--- config.mk ---
export PLATFORM = sky130hd
export DESIGN_NAME = pid_output_limiter
export DESIGN_NICKNAME = d
export VERILOG_FILES = /design/src/rtl/pid_output_limiter.sv
export SDC_FILE = /design/constraint.sdc
export NUM_CORES = 1
export LEC_CHECK = 0
export ABC_CLOCK_PERIOD_IN_PS = 13150
export CAP_MARGIN = 20
export CORE_ASPECT_RATIO = 0.8
export CORE_MARGIN = 1.5
export CORE_UTILIZATION = 60
export CTS_CLUSTER_DIAMETER = 40
export DETAILED_ROUTE_END_ITERATION = 7
export PLACE_DENSITY = 0.91
export SYNTH_ARGS = -nofsm -noshare
export SYNTH_HDL_FRONTEND = slang
export SYNTH_SLANG_ARGS = --single-unit
--- constraint.sdc ---
create_clock -name clk -period 13.15 [get_ports clk]
set_input_delay 2.63 -clock clk [delete_from_list [all_inputs] [get_ports clk]]
set_output_delay 2.63 -clock clk [all_outputs]
set_load 0.01 [all_outputs]
--- src/rtl/pid_output_limiter.sv ---
// PID output conditioning: arithmetic scale, clamp, slew limit, saturation status and counter.
// Latency 3 cycles, one sample per clock; there is no backpressure, so every valid input produces an update slot.
module pid_output_limiter #(
    parameter int IN_WIDTH    = 29,
    parameter int OUT_WIDTH   = 14,
    parameter int SHIFT_WIDTH = 5
) (
    input  logic                   clk,
    input  logic                   rst,
    input  logic [IN_WIDTH-1:0]    din,
    input  logic                   din_valid,
    input  logic [SHIFT_WIDTH-1:0] shift,
    input  logic [OUT_WIDTH-1:0]   upper_limit,
    input  logic [OUT_WIDTH-1:0]   lower_limit,
    input  logic [OUT_WIDTH-1:0]   max_step,
    input  logic                   hold,
    input  logic                   clear_count,
    output logic [OUT_WIDTH-1:0]   dout,
    output logic                   dout_valid,
    output logic                   sat_high,
    output logic                   sat_low,
    output logic [31:0]            sat_count
);
    localparam int MAX_SHIFT = IN_WIDTH - 1;
    localparam int DW        = OUT_WIDTH + 1;

    logic [SHIFT_WIDTH-1:0] shift_eff;
    logic [IN_WIDTH-1:0]    s1;
    logic                   s1_valid;

    logic [IN_WIDTH-1:0]    upper_ext;
    logic [IN_WIDTH-1:0]    lower_ext;
    logic [IN_WIDTH-1:0]    upper_cut;
    logic                   hi_flag;
    logic                   lo_flag;
    logic [OUT_WIDTH-1:0]   target_c;

    logic [OUT_WIDTH-1:0]   target;
    logic                   s2_valid;
    logic                   s2_hi;
    logic                   s2_lo;

    logic [DW-1:0]          delta;
    logic [DW-1:0]          delta_mag;
    logic [OUT_WIDTH-1:0]   dout_next;

    // Stage 1: scale
    always_comb begin
        shift_eff = (int'(shift) > MAX_SHIFT) ? SHIFT_WIDTH'(MAX_SHIFT) : shift;
    end

    always_ff @(posedge clk) begin
        if (rst) begin
            s1_valid <= 1'b0;
            s1       <= '0;
        end else begin
            s1_valid <= din_valid;
            s1       <= $signed(din) >>> shift_eff;
        end
    end

    // Stage 2: clamp; the lower limit is applied last so it wins when limits cross
    always_comb begin
        upper_ext = IN_WIDTH'($signed(upper_limit));
        lower_ext = IN_WIDTH'($signed(lower_limit));
        hi_flag   = $signed(s1) > $signed(upper_ext);
        upper_cut = hi_flag ? upper_ext : s1;
        lo_flag   = $signed(upper_cut) < $signed(lower_ext);
        target_c  = lo_flag ? lower_limit : (hi_flag ? upper_limit : s1[OUT_WIDTH-1:0]);
    end

    always_ff @(posedge clk) begin
        if (rst) begin
            s2_valid <= 1'b0;
            s2_hi    <= 1'b0;
            s2_lo    <= 1'b0;
            target   <= '0;
        end else begin
            s2_valid <= s1_valid;
            s2_hi    <= hi_flag;
            s2_lo    <= lo_flag;
            target   <= target_c;
        end
    end

    // Stage 3: slew limit; dout only ever steps toward an in-range target, so the narrow add cannot wrap
    always_comb begin
        delta     = {target[OUT_WIDTH-1], target} - {dout[OUT_WIDTH-1], dout};
        delta_mag = delta[DW-1] ? -delta : delta;
        if (max_step == '0 || delta_mag <= {1'b0, max_step}) begin
            dout_next = target;
        end else if (!delta[DW-1]) begin
            dout_next = dout + max_step;
        end else begin
            dout_next = dout - max_step;
        end
    end

    always_ff @(posedge clk) begin
        if (rst) begin
            dout       <= '0;
            dout_valid <= 1'b0;
            sat_high   <= 1'b0;
            sat_low    <= 1'b0;
            sat_count  <= '0;
        end else begin
            dout_valid <= s2_valid;
            if (s2_valid) begin
                sat_high <= s2_hi;
                sat_low  <= s2_lo;
                if (!hold) begin
                    dout <= dout_next;
                end
            end
            if (clear_count) begin
                sat_count <= '0;
            end else if (s2_valid && (s2_hi || s2_lo) && sat_count != '1) begin
                sat_count <= sat_count + 32'd1;
            end
        end
    end
endmodule
==> run_summary.xml, run 1 <==
<?xml version="1.0" encoding="UTF-8"?>
<metrics>
  <group name="timing">
    <metric name="worst_slew_pin_slew" unit="ns">1.05</metric>
    <metric name="fin_worst_skew" unit="ns">0.00929</metric>
    <metric name="timing.final.crit_share" unit="%">64.9</metric>
    <metric name="report.final.hold_viol_count" unit="">0</metric>
    <metric name="finalMaxSlewViolations" unit="">0</metric>
    <metric name="rsz0062_at_grt" unit="">no</metric>
    <metric name="finalSetupTns" unit="ns">0</metric>
    <metric name="max_slew_margin" unit="%">29.6</metric>
    <metric name="maxClockFrequency" unit="MHz">117</metric>
    <metric name="setup_viol" unit="">0</metric>
    <metric name="period_minus_slack" unit="ns">8.53</metric>
  </group>
  <group name="finish">
    <metric name="final_util" unit="%">73.3</metric>
    <metric name="post_route_cells_drive_above_1_share" unit="%">4.82</metric>
    <metric name="layout.cell_area.non_filler" unit="µm²">10400</metric>
    <metric name="layout.cells.most_common_list" unit="">128 x sky130_fd_sc_hd__clkdlybuf4s50_1, 111 x sky130_fd_sc_hd__nor2_1, 101 x sky130_fd_sc_hd__ha_1, 96 x sky130_fd_sc_hd__dfxtp_1, 83 x sky130_fd_sc_hd__mux2i_1</metric>
    <metric name="most_frequent_standard_cell_in_the_layout_excluding_fill_and_tap_cells" unit="">sky130_fd_sc_hd__clkdlybuf4s50_1</metric>
    <metric name="antennaDiodeCount" unit="">0</metric>
    <metric name="syn_to_final_growth" unit="%">20.2</metric>
    <metric name="finalNetCount" unit="">1361</metric>
  </group>
  <group name="detailed_routing">
    <metric name="route.vias.total" unit="">8414</metric>
    <metric name="postRouteAntennaNets" unit="">0</metric>
    <metric name="post_drt_wl_per_cell" unit="µm">16.8</metric>
    <metric name="drt-initial-drc-count" unit="">669</metric>
    <metric name="firstDrtPassIters" unit="">5</metric>
    <metric name="avgViaCountPerCell" unit="">6.16</metric>
    <metric name="drc_errors" unit="">0</metric>
    <metric name="totalWireLength" unit="µm">23000</metric>
  </group>
  <group name="clock_tree">
    <metric name="clk-insertion-delay-late" unit="ns">0.36</metric>
    <metric name="clockRootBuffer" unit="">sky130_fd_sc_hd__clkbuf_16</metric>
    <metric name="tritoncts.num_buffers" unit="">9</metric>
    <metric name="clkSinkCount" unit="">96</metric>
    <metric name="cts_tree" unit="">done</metric>
    <metric name="htree_levels" unit="">3</metric>
    <metric name="cts_resized" unit="">0</metric>
    <metric name="post_cts_buffers" unit="">0</metric>
    <metric name="clk_transition_reported_paths" unit="ns">0.07</metric>
    <metric name="clock_path_buffers" unit="">2</metric>
    <metric name="cts-hold-fix-buffers" unit="">0</metric>
  </group>
  <group name="global_routing">
    <metric name="grt_max_degree" unit="">70</metric>
    <metric name="grt_pass1_wl" unit="µm">37400</metric>
    <metric name="grt_use_met2" unit="%">52.0</metric>
    <metric name="grt_pass1_vias" unit="">8074</metric>
    <metric name="met3_usage" unit="%">4.41</metric>
    <metric name="met1_usage" unit="%">39.0</metric>
    <metric name="grt_most_used_layer" unit="">met2</metric>
    <metric name="globalRouteTotalUtil" unit="%">30.5</metric>
    <metric name="grt_antenna_before_repair" unit="">0</metric>
    <metric name="globalRouteOverflowTotal" unit="">0</metric>
  </group>
  <group name="power">
    <metric name="post-layout-total-power" unit="µW">1430</metric>
    <metric name="total_net_switching_power" unit="µW">602</metric>
    <metric name="worst_ir_drop_vdd" unit="mV">0.119</metric>
    <metric name="swShare" unit="%">42.2</metric>
    <metric name="power.share.combinational" unit="%">57.4</metric>
    <metric name="cellInternalPower" unit="µW">825</metric>
    <metric name="power.density" unit="nW/µm²">137</metric>
    <metric name="flop_pwr_share" unit="%">23.0</metric>
    <metric name="part_of_the_total_power_dissipated_in_the_clock_network" unit="%">19.7</metric>
    <metric name="cellLeakagePower" unit="µW">0.00441</metric>
  </group>
  <group name="synth">
    <metric name="postSynthCellCount" unit="">1072</metric>
    <metric name="postSynthAreaPerCell" unit="µm²">8.08</metric>
    <metric name="synth_compound_gate_area_share" unit="%">20.7</metric>
    <metric name="yosysUniqueCellTypes" unit="">70</metric>
    <metric name="synthesis.nets" unit="">1256</metric>
    <metric name="synth-seq-cells" unit="">96</metric>
    <metric name="synthSimpleGateAreaFrac" unit="%">18.3</metric>
    <metric name="yosys_warnings" unit="">0</metric>
    <metric name="synth-xor-area-share" unit="%">6.88</metric>
    <metric name="synth_async_sr_flop_share" unit="%">0</metric>
    <metric name="seq_area_frac_synth" unit="%">22.2</metric>
    <metric name="synthMuxAreaShare" unit="%">11.7</metric>
    <metric name="ys_dominant_reg_cell" unit="">sky130_fd_sc_hd__dfxtp_1</metric>
    <metric name="mappedNetlistArea" unit="µm²">8660</metric>
    <metric name="main_combinational_cell_family_by_area_after_synthesis" unit="">compound AO/OA/AOI/OAI gates</metric>
    <metric name="post_synth_fa_ha_maj_area_fraction" unit="%">15.1</metric>
    <metric name="synth-edff-count" unit="">0</metric>
  </group>
  <group name="hold_path">
    <metric name="hold_class" unit="">register to register</metric>
  </group>
  <group name="place">
    <metric name="placement.io_buffers" unit="">129</metric>
    <metric name="dpl-instance-area" unit="µm²">10100</metric>
    <metric name="place.gp.congestion" unit="">0.978</metric>
    <metric name="dp_hpwl" unit="µm">17900</metric>
  </group>
  <group name="critical_path">
    <metric name="endpoint_kind" unit="">register</metric>
    <metric name="worst_setup_path_start_kind" unit="">primary input</metric>
    <metric name="critPathKind" unit="">primary input to register</metric>
    <metric name="worst_ep_arrival_time" unit="ns">8.79</metric>
    <metric name="cp.required" unit="ns">13.41</metric>
    <metric name="worst_path_fanout_max" unit="">43</metric>
  </group>
  <group name="floorplanning">
    <metric name="initial_utilization" unit="%">61.0</metric>
    <metric name="die-width" unit="µm">137</metric>
    <metric name="core" unit="µm²">14200</metric>
    <metric name="floorplan.die.height" unit="µm">110</metric>
    <metric name="placementRows" unit="">39</metric>
    <metric name="die_area" unit="µm²">15200</metric>
    <metric name="io-pin-count" unit="">130</metric>
  </group>
  <group name="outcome">
    <metric name="status" unit="">complete, no violations</metric>
  </group>
  <group name="flow_run">
    <metric name="max_cap_viols" unit="">0</metric>
  </group>
</metrics>
-- state kept, by name (all words and copies together), names as in the netlist, 14 cells and up --
name and flops:
sat_count 32, target 14, dout 14, s1 29
-- cells by family after synthesis --
| kind of cell | Yosys count |
|---|---|
| buffers and inverters | 118 |
| DFF | 96 |
| xor gates and xnor gates | 68 |
| muxes | 93 |
| and+or+nand+nor | 328 |
| adders and majority gates | 103 |
| AOI/OAI and AO/OA | 266 |
-- worst max-delay path, cell delays in order --
cell	delay, ns
sky130_fd_sc_hd__clkdlybuf4s50_1	0.46
sky130_fd_sc_hd__inv_1	0.25
sky130_fd_sc_hd__ha_1	0.43
sky130_fd_sc_hd__nand4_1	0.13
sky130_fd_sc_hd__or4_1	0.57
sky130_fd_sc_hd__a31oi_1	0.30
sky130_fd_sc_hd__o31ai_4	0.07
sky130_fd_sc_hd__buf_4	0.26
sky130_fd_sc_hd__nor2_1	0.84
sky130_fd_sc_hd__a21o_1	0.15
sky130_fd_sc_hd__ha_1	0.25
sky130_fd_sc_hd__a2111oi_0	0.40
sky130_fd_sc_hd__o21ai_0	0.15
sky130_fd_sc_hd__a2111oi_0	0.41
sky130_fd_sc_hd__o21a_1	0.20
sky130_fd_sc_hd__nor2b_1	0.15
sky130_fd_sc_hd__a311o_1	0.76
sky130_fd_sc_hd__nor2_1	0.11
sky130_fd_sc_hd__a211oi_1	0.26
-- layer usage --
metal	share of wire, %	routed length, µm
met1	43	9910
met2	48	11000
met3	6.3	1450
met4	2.7	615
met5	0	0
-- layout make-up --
type | instances | area (µm²)
inverters | 73 | 274
multi-input cells | 858 | 6300
well taps | 184 | 230
clock buffers | 9 | 225
flip-flops and latches | 96 | 1920
repair buffers | 139 | 1360
clock inverters | 7 | 95.1
fillers | 1078 | 3790
-- final timing paths --
kind                            start                    to  depth (start not counted)  slack [ns]
hold reg to reg   s1_valid$_SDFF_PP0_   s2_valid$_SDFF_PP0_                          1        0.46
setup reg to reg    s1[26]$_SDFF_PP0_  target[8]$_SDFF_PP0_                         17        7.36
hold / removal    s1_valid$_SDFF_PP0_   s2_valid$_SDFF_PP0_                          1        0.46
setup / recovery      upper_limit[13]  target[8]$_SDFF_PP0_                         19        4.62
-- Yosys cell counts, types with 3 or more instances --
| library cell | count | area [µm²] |
|---|---|---|
| sky130_fd_sc_hd__nor2_1 | 111 | 417 |
| sky130_fd_sc_hd__ha_1 | 101 | 1260 |
| sky130_fd_sc_hd__dfxtp_1 | 96 | 1920 |
| sky130_fd_sc_hd__mux2i_1 | 83 | 831 |
| sky130_fd_sc_hd__nand2_1 | 77 | 289 |
| sky130_fd_sc_hd__a21oi_1 | 73 | 365 |
| sky130_fd_sc_hd__inv_1 | 71 | 267 |
| sky130_fd_sc_hd__a211oi_1 | 50 | 375 |
| sky130_fd_sc_hd__o21ai_0 | 48 | 240 |
| sky130_fd_sc_hd__xnor2_1 | 36 | 315 |
| sky130_fd_sc_hd__clkbuf_1 | 32 | 120 |
| sky130_fd_sc_hd__xor2_1 | 32 | 280 |
| sky130_fd_sc_hd__a21o_1 | 25 | 188 |
| sky130_fd_sc_hd__nand3_1 | 25 | 125 |
| sky130_fd_sc_hd__nor3_1 | 22 | 110 |
| sky130_fd_sc_hd__nor2b_1 | 21 | 131 |
| sky130_fd_sc_hd__nand4_1 | 19 | 119 |
| sky130_fd_sc_hd__o21a_1 | 12 | 90.1 |
| sky130_fd_sc_hd__buf_1 | 11 | 41.3 |
| sky130_fd_sc_hd__and4_1 | 10 | 87.6 |
| sky130_fd_sc_hd__nor4_1 | 7 | 43.8 |
| sky130_fd_sc_hd__o31ai_1 | 7 | 52.6 |
| sky130_fd_sc_hd__and2_1 | 6 | 37.5 |
| sky130_fd_sc_hd__mux4_2 | 6 | 135 |
| sky130_fd_sc_hd__o211ai_1 | 5 | 37.5 |
| sky130_fd_sc_hd__or2_2 | 5 | 31.3 |
| sky130_fd_sc_hd__or3_1 | 5 | 31.3 |
| sky130_fd_sc_hd__a2111oi_0 | 4 | 35.0 |
| sky130_fd_sc_hd__a31oi_1 | 4 | 25.0 |
| sky130_fd_sc_hd__mux2_2 | 4 | 45.0 |
| sky130_fd_sc_hd__nand2b_1 | 4 | 25.0 |
| sky130_fd_sc_hd__nand3b_1 | 4 | 30.0 |
| sky130_fd_sc_hd__a41oi_1 | 3 | 26.3 |
| sky130_fd_sc_hd__and3_1 | 3 | 18.8 |
| sky130_fd_sc_hd__o21bai_1 | 3 | 22.5 |
| sky130_fd_sc_hd__o311ai_0 | 3 | 26.3 |
-- metrics by stage --
stage               std cells  hold WS, ns  setup WS (ns)
global placement         1350        0.428           4.72
CTS                      1366        0.464           4.69
detailed placement       1350        0.444           4.40
finish                   1366        0.463           4.62
floorplan                1072        0.414           5.78
global route             1366        0.481           4.09
-- power by group through the flow --
stage               sequential (µW)  combinational [µW]  clock (µW)
floorplan                       328                 624           0
global placement                333                 774           0
detailed placement              334                 799           0
CTS                             327                 806         282
global route                    329                 904         295
finish                          328                 819         281
Note: power is estimated with default switching activity, not from simulation.
==> run 2, diff against run 1 <==
- ABC_CLOCK_PERIOD_IN_PS: 13150 -> 8500
- CORE_UTILIZATION: 60 -> 56
- PLACE_DENSITY: 0.91 -> 0.86
- clock period: 13.15 -> 8.5 ns (I/O delays scaled with it)
==> run_summary.xml, run 2 (synthesized netlist as in run 1, its figures left out) <==
<?xml version="1.0" encoding="UTF-8"?>
<metrics>
  <group name="timing">
    <metric name="rsz0062_at_grt" unit="">no</metric>
    <metric name="period_minus_slack" unit="ns">6.78</metric>
    <metric name="maxClockFrequency" unit="MHz">147</metric>
    <metric name="fin_worst_skew" unit="ns">0.00891</metric>
    <metric name="timing.final.crit_share" unit="%">79.8</metric>
    <metric name="finalSetupTns" unit="ns">0</metric>
    <metric name="finalMaxSlewViolations" unit="">0</metric>
    <metric name="setup_viol" unit="">0</metric>
    <metric name="max_slew_margin" unit="%">46.8</metric>
    <metric name="worst_slew_pin_slew" unit="ns">0.796</metric>
    <metric name="hold_ws" unit="ns">0.492</metric>
    <metric name="report.final.hold_viol_count" unit="">0</metric>
  </group>
  <group name="critical_path">
    <metric name="timing.rr.start" unit="">dout[1]$_SDFFE_PP0P_</metric>
    <metric name="worst_setup_path_start_kind" unit="">primary input</metric>
    <metric name="worst_ep_arrival_time" unit="ns">7.04</metric>
    <metric name="endpoint_kind" unit="">register</metric>
    <metric name="cp.required" unit="ns">8.75</metric>
    <metric name="worst_path_fanout_max" unit="">43</metric>
    <metric name="timing.reg2reg.setup_slack" unit="ns">2.98</metric>
    <metric name="critPathKind" unit="">primary input to register</metric>
    <metric name="worst_r2r_endpoint" unit="">dout[7]$_SDFFE_PP0P_</metric>
    <metric name="worst_r2r_path_depth" unit="">18</metric>
  </group>
  <group name="place">
    <metric name="placement.io_buffers" unit="">129</metric>
    <metric name="dpl-instance-area" unit="µm²">10100</metric>
    <metric name="dp_hpwl" unit="µm">17500</metric>
    <metric name="place.gp.congestion" unit="">0.948</metric>
  </group>
  <group name="floorplanning">
    <metric name="io-pin-count" unit="">130</metric>
    <metric name="placementRows" unit="">40</metric>
    <metric name="initial_utilization" unit="%">57.5</metric>
    <metric name="die_area" unit="µm²">16200</metric>
    <metric name="floorplan.die.height" unit="µm">114</metric>
    <metric name="die-width" unit="µm">142</metric>
    <metric name="core" unit="µm²">15100</metric>
  </group>
  <group name="power">
    <metric name="worst_ir_drop_vdd" unit="mV">0.164</metric>
    <metric name="power.density" unit="nW/µm²">209</metric>
    <metric name="cellLeakagePower" unit="µW">0.00441</metric>
  </group>
  <group name="clock_tree">
    <metric name="tritoncts.num_buffers" unit="">9</metric>
    <metric name="cts-hold-fix-buffers" unit="">0</metric>
    <metric name="clockRootBuffer" unit="">sky130_fd_sc_hd__clkbuf_16</metric>
    <metric name="cts_tree" unit="">done</metric>
    <metric name="clk_transition_reported_paths" unit="ns">0.07</metric>
    <metric name="clock_path_buffers" unit="">2</metric>
    <metric name="htree_levels" unit="">3</metric>
    <metric name="clkSinkCount" unit="">96</metric>
    <metric name="post_cts_buffers" unit="">0</metric>
    <metric name="cts_resized" unit="">0</metric>
    <metric name="clk-insertion-delay-late" unit="ns">0.36</metric>
  </group>
  <group name="detailed_routing">
    <metric name="firstDrtPassIters" unit="">5</metric>
    <metric name="drc_errors" unit="">0</metric>
    <metric name="postRouteAntennaNets" unit="">0</metric>
    <metric name="drt-initial-drc-count" unit="">492</metric>
    <metric name="avgViaCountPerCell" unit="">5.88</metric>
    <metric name="totalWireLength" unit="µm">22200</metric>
    <metric name="post_drt_wl_per_cell" unit="µm">16.0</metric>
    <metric name="route.vias.total" unit="">8196</metric>
  </group>
  <group name="finish">
    <metric name="registers.top_by_ff_count" unit="">sat_count</metric>
    <metric name="post_route_cells_drive_above_1_share" unit="%">4.98</metric>
    <metric name="layout.cells.most_common_list" unit="">128 x sky130_fd_sc_hd__clkdlybuf4s50_1, 111 x sky130_fd_sc_hd__nor2_1, 101 x sky130_fd_sc_hd__ha_1, 96 x sky130_fd_sc_hd__dfxtp_1, 83 x sky130_fd_sc_hd__mux2i_1</metric>
    <metric name="multiInputGateArea" unit="µm²">6300</metric>
    <metric name="fill_cells" unit="">1187</metric>
    <metric name="layout.cell_area.non_filler" unit="µm²">10400</metric>
    <metric name="layout.area.seq" unit="µm²">1920</metric>
    <metric name="antennaDiodeCount" unit="">0</metric>
    <metric name="most_frequent_standard_cell_in_the_layout_excluding_fill_and_tap_cells" unit="">sky130_fd_sc_hd__clkdlybuf4s50_1</metric>
    <metric name="largestRegisters" unit="">sat_count x32, s1 x29</metric>
    <metric name="finalNetCount" unit="">1363</metric>
    <metric name="final_util" unit="%">69.2</metric>
    <metric name="syn_to_final_growth" unit="%">20.5</metric>
    <metric name="largest_register_ff_count" unit="">32</metric>
  </group>
  <group name="global_routing">
    <metric name="grt_pass1_wl" unit="µm">36100</metric>
    <metric name="globalRouteTotalUtil" unit="%">27.4</metric>
    <metric name="grt_antenna_before_repair" unit="">0</metric>
    <metric name="grt_max_degree" unit="">70</metric>
    <metric name="globalRouteOverflowTotal" unit="">0</metric>
    <metric name="grt_pass1_vias" unit="">7699</metric>
  </group>
  <group name="flow_run">
    <metric name="max_cap_viols" unit="">0</metric>
  </group>
  <group name="outcome">
    <metric name="status" unit="">complete, no violations</metric>
  </group>
  <group name="hold_path">
    <metric name="hold_class" unit="">register to register</metric>
    <metric name="hold_end" unit="">s2_valid$_SDFF_PP0_</metric>
    <metric name="hold_path.startpoint" unit="">s1_valid$_SDFF_PP0_</metric>
    <metric name="timing.hold.worst_path_depth" unit="">1</metric>
  </group>
</metrics>
[run 2: cell type report]
cell class / instances / share of cell area [%]
multi-input cells: 858 / 60.4
clock buffers: 9 / 2.16
inverters: 73 / 2.63
clock inverters: 7 / 0.696
repair buffers: 141 / 13.2
flip-flops and latches: 96 / 18.4
well taps: 210 / 2.52
[run 2: per-stage QoR]
stage,setup WS (ns),power (µW),instances
6_report,1.72,2180,1394
5_1_grt,1.14,2330,1394
4_1_cts,1.76,2160,1394
3_5_place_dp,1.57,1750,1378
3_3_place_gp,1.70,1720,1378
2_1_floorplan,2.06,1470,1072
[run 2: power by group]
part | total [µW] | internal, µW | switching, µW | leakage [µW]
Clock | 406 | 207 | 198 | 0.000143
Sequential | 507 | 481 | 25.6 | 0.000787
Combinational | 1270 | 562 | 703 | 0.00348
[run 2: worst max-delay path by stage]
stage                     cells after the start  slack, ns       startpoint                    end
final                                        21       1.72  upper_limit[13]   target[9]$_SDFF_PP0_
after global routing                         22       1.14  upper_limit[13]   target[6]$_SDFF_PP0_
after CTS                                    21       1.76  upper_limit[13]   target[6]$_SDFF_PP0_
after detailed placement                     21       1.57  upper_limit[13]   target[9]$_SDFF_PP0_
after global placement                       21       1.70  upper_limit[13]   target[1]$_SDFF_PP0_
after floorplan                              20       2.06  upper_limit[13]  target[10]$_SDFF_PP0_
[run 2: critical path, cell delays in order]
cell	delay, ns
sky130_fd_sc_hd__clkdlybuf4s50_1	0.45
sky130_fd_sc_hd__inv_1	0.24
sky130_fd_sc_hd__ha_1	0.42
sky130_fd_sc_hd__nand4_1	0.13
sky130_fd_sc_hd__or4_1	0.59
sky130_fd_sc_hd__a2bb2oi_1	0.19
sky130_fd_sc_hd__o31ai_4	0.06
sky130_fd_sc_hd__buf_4	0.38
sky130_fd_sc_hd__nor2_1	0.08
sky130_fd_sc_hd__buf_4	0.21
sky130_fd_sc_hd__a21o_1	0.17
sky130_fd_sc_hd__ha_1	0.31
sky130_fd_sc_hd__a2111oi_0	0.39
sky130_fd_sc_hd__o21ai_0	0.15
sky130_fd_sc_hd__a2111oi_0	0.39
sky130_fd_sc_hd__o21a_1	0.21
sky130_fd_sc_hd__nor2b_1	0.18
sky130_fd_sc_hd__a311o_1	0.15
sky130_fd_sc_hd__buf_4	0.27
sky130_fd_sc_hd__nor2_1	0.08
sky130_fd_sc_hd__a211oi_1	0.26
[run 2: layer usage]
layer / share of wire (%) / up-vias / wire [µm] / track usage [%]
met4: 2.8 / 0 / 630 / 9.69
met5: 0 / - / 0 / 0
li1: - / 4106 / - / -
met3: 5.1 / 50 / 1140 / 3.60
met2: 47 / 272 / 10500 / 47.8
met1: 45 / 3768 / 9960 / 34.9
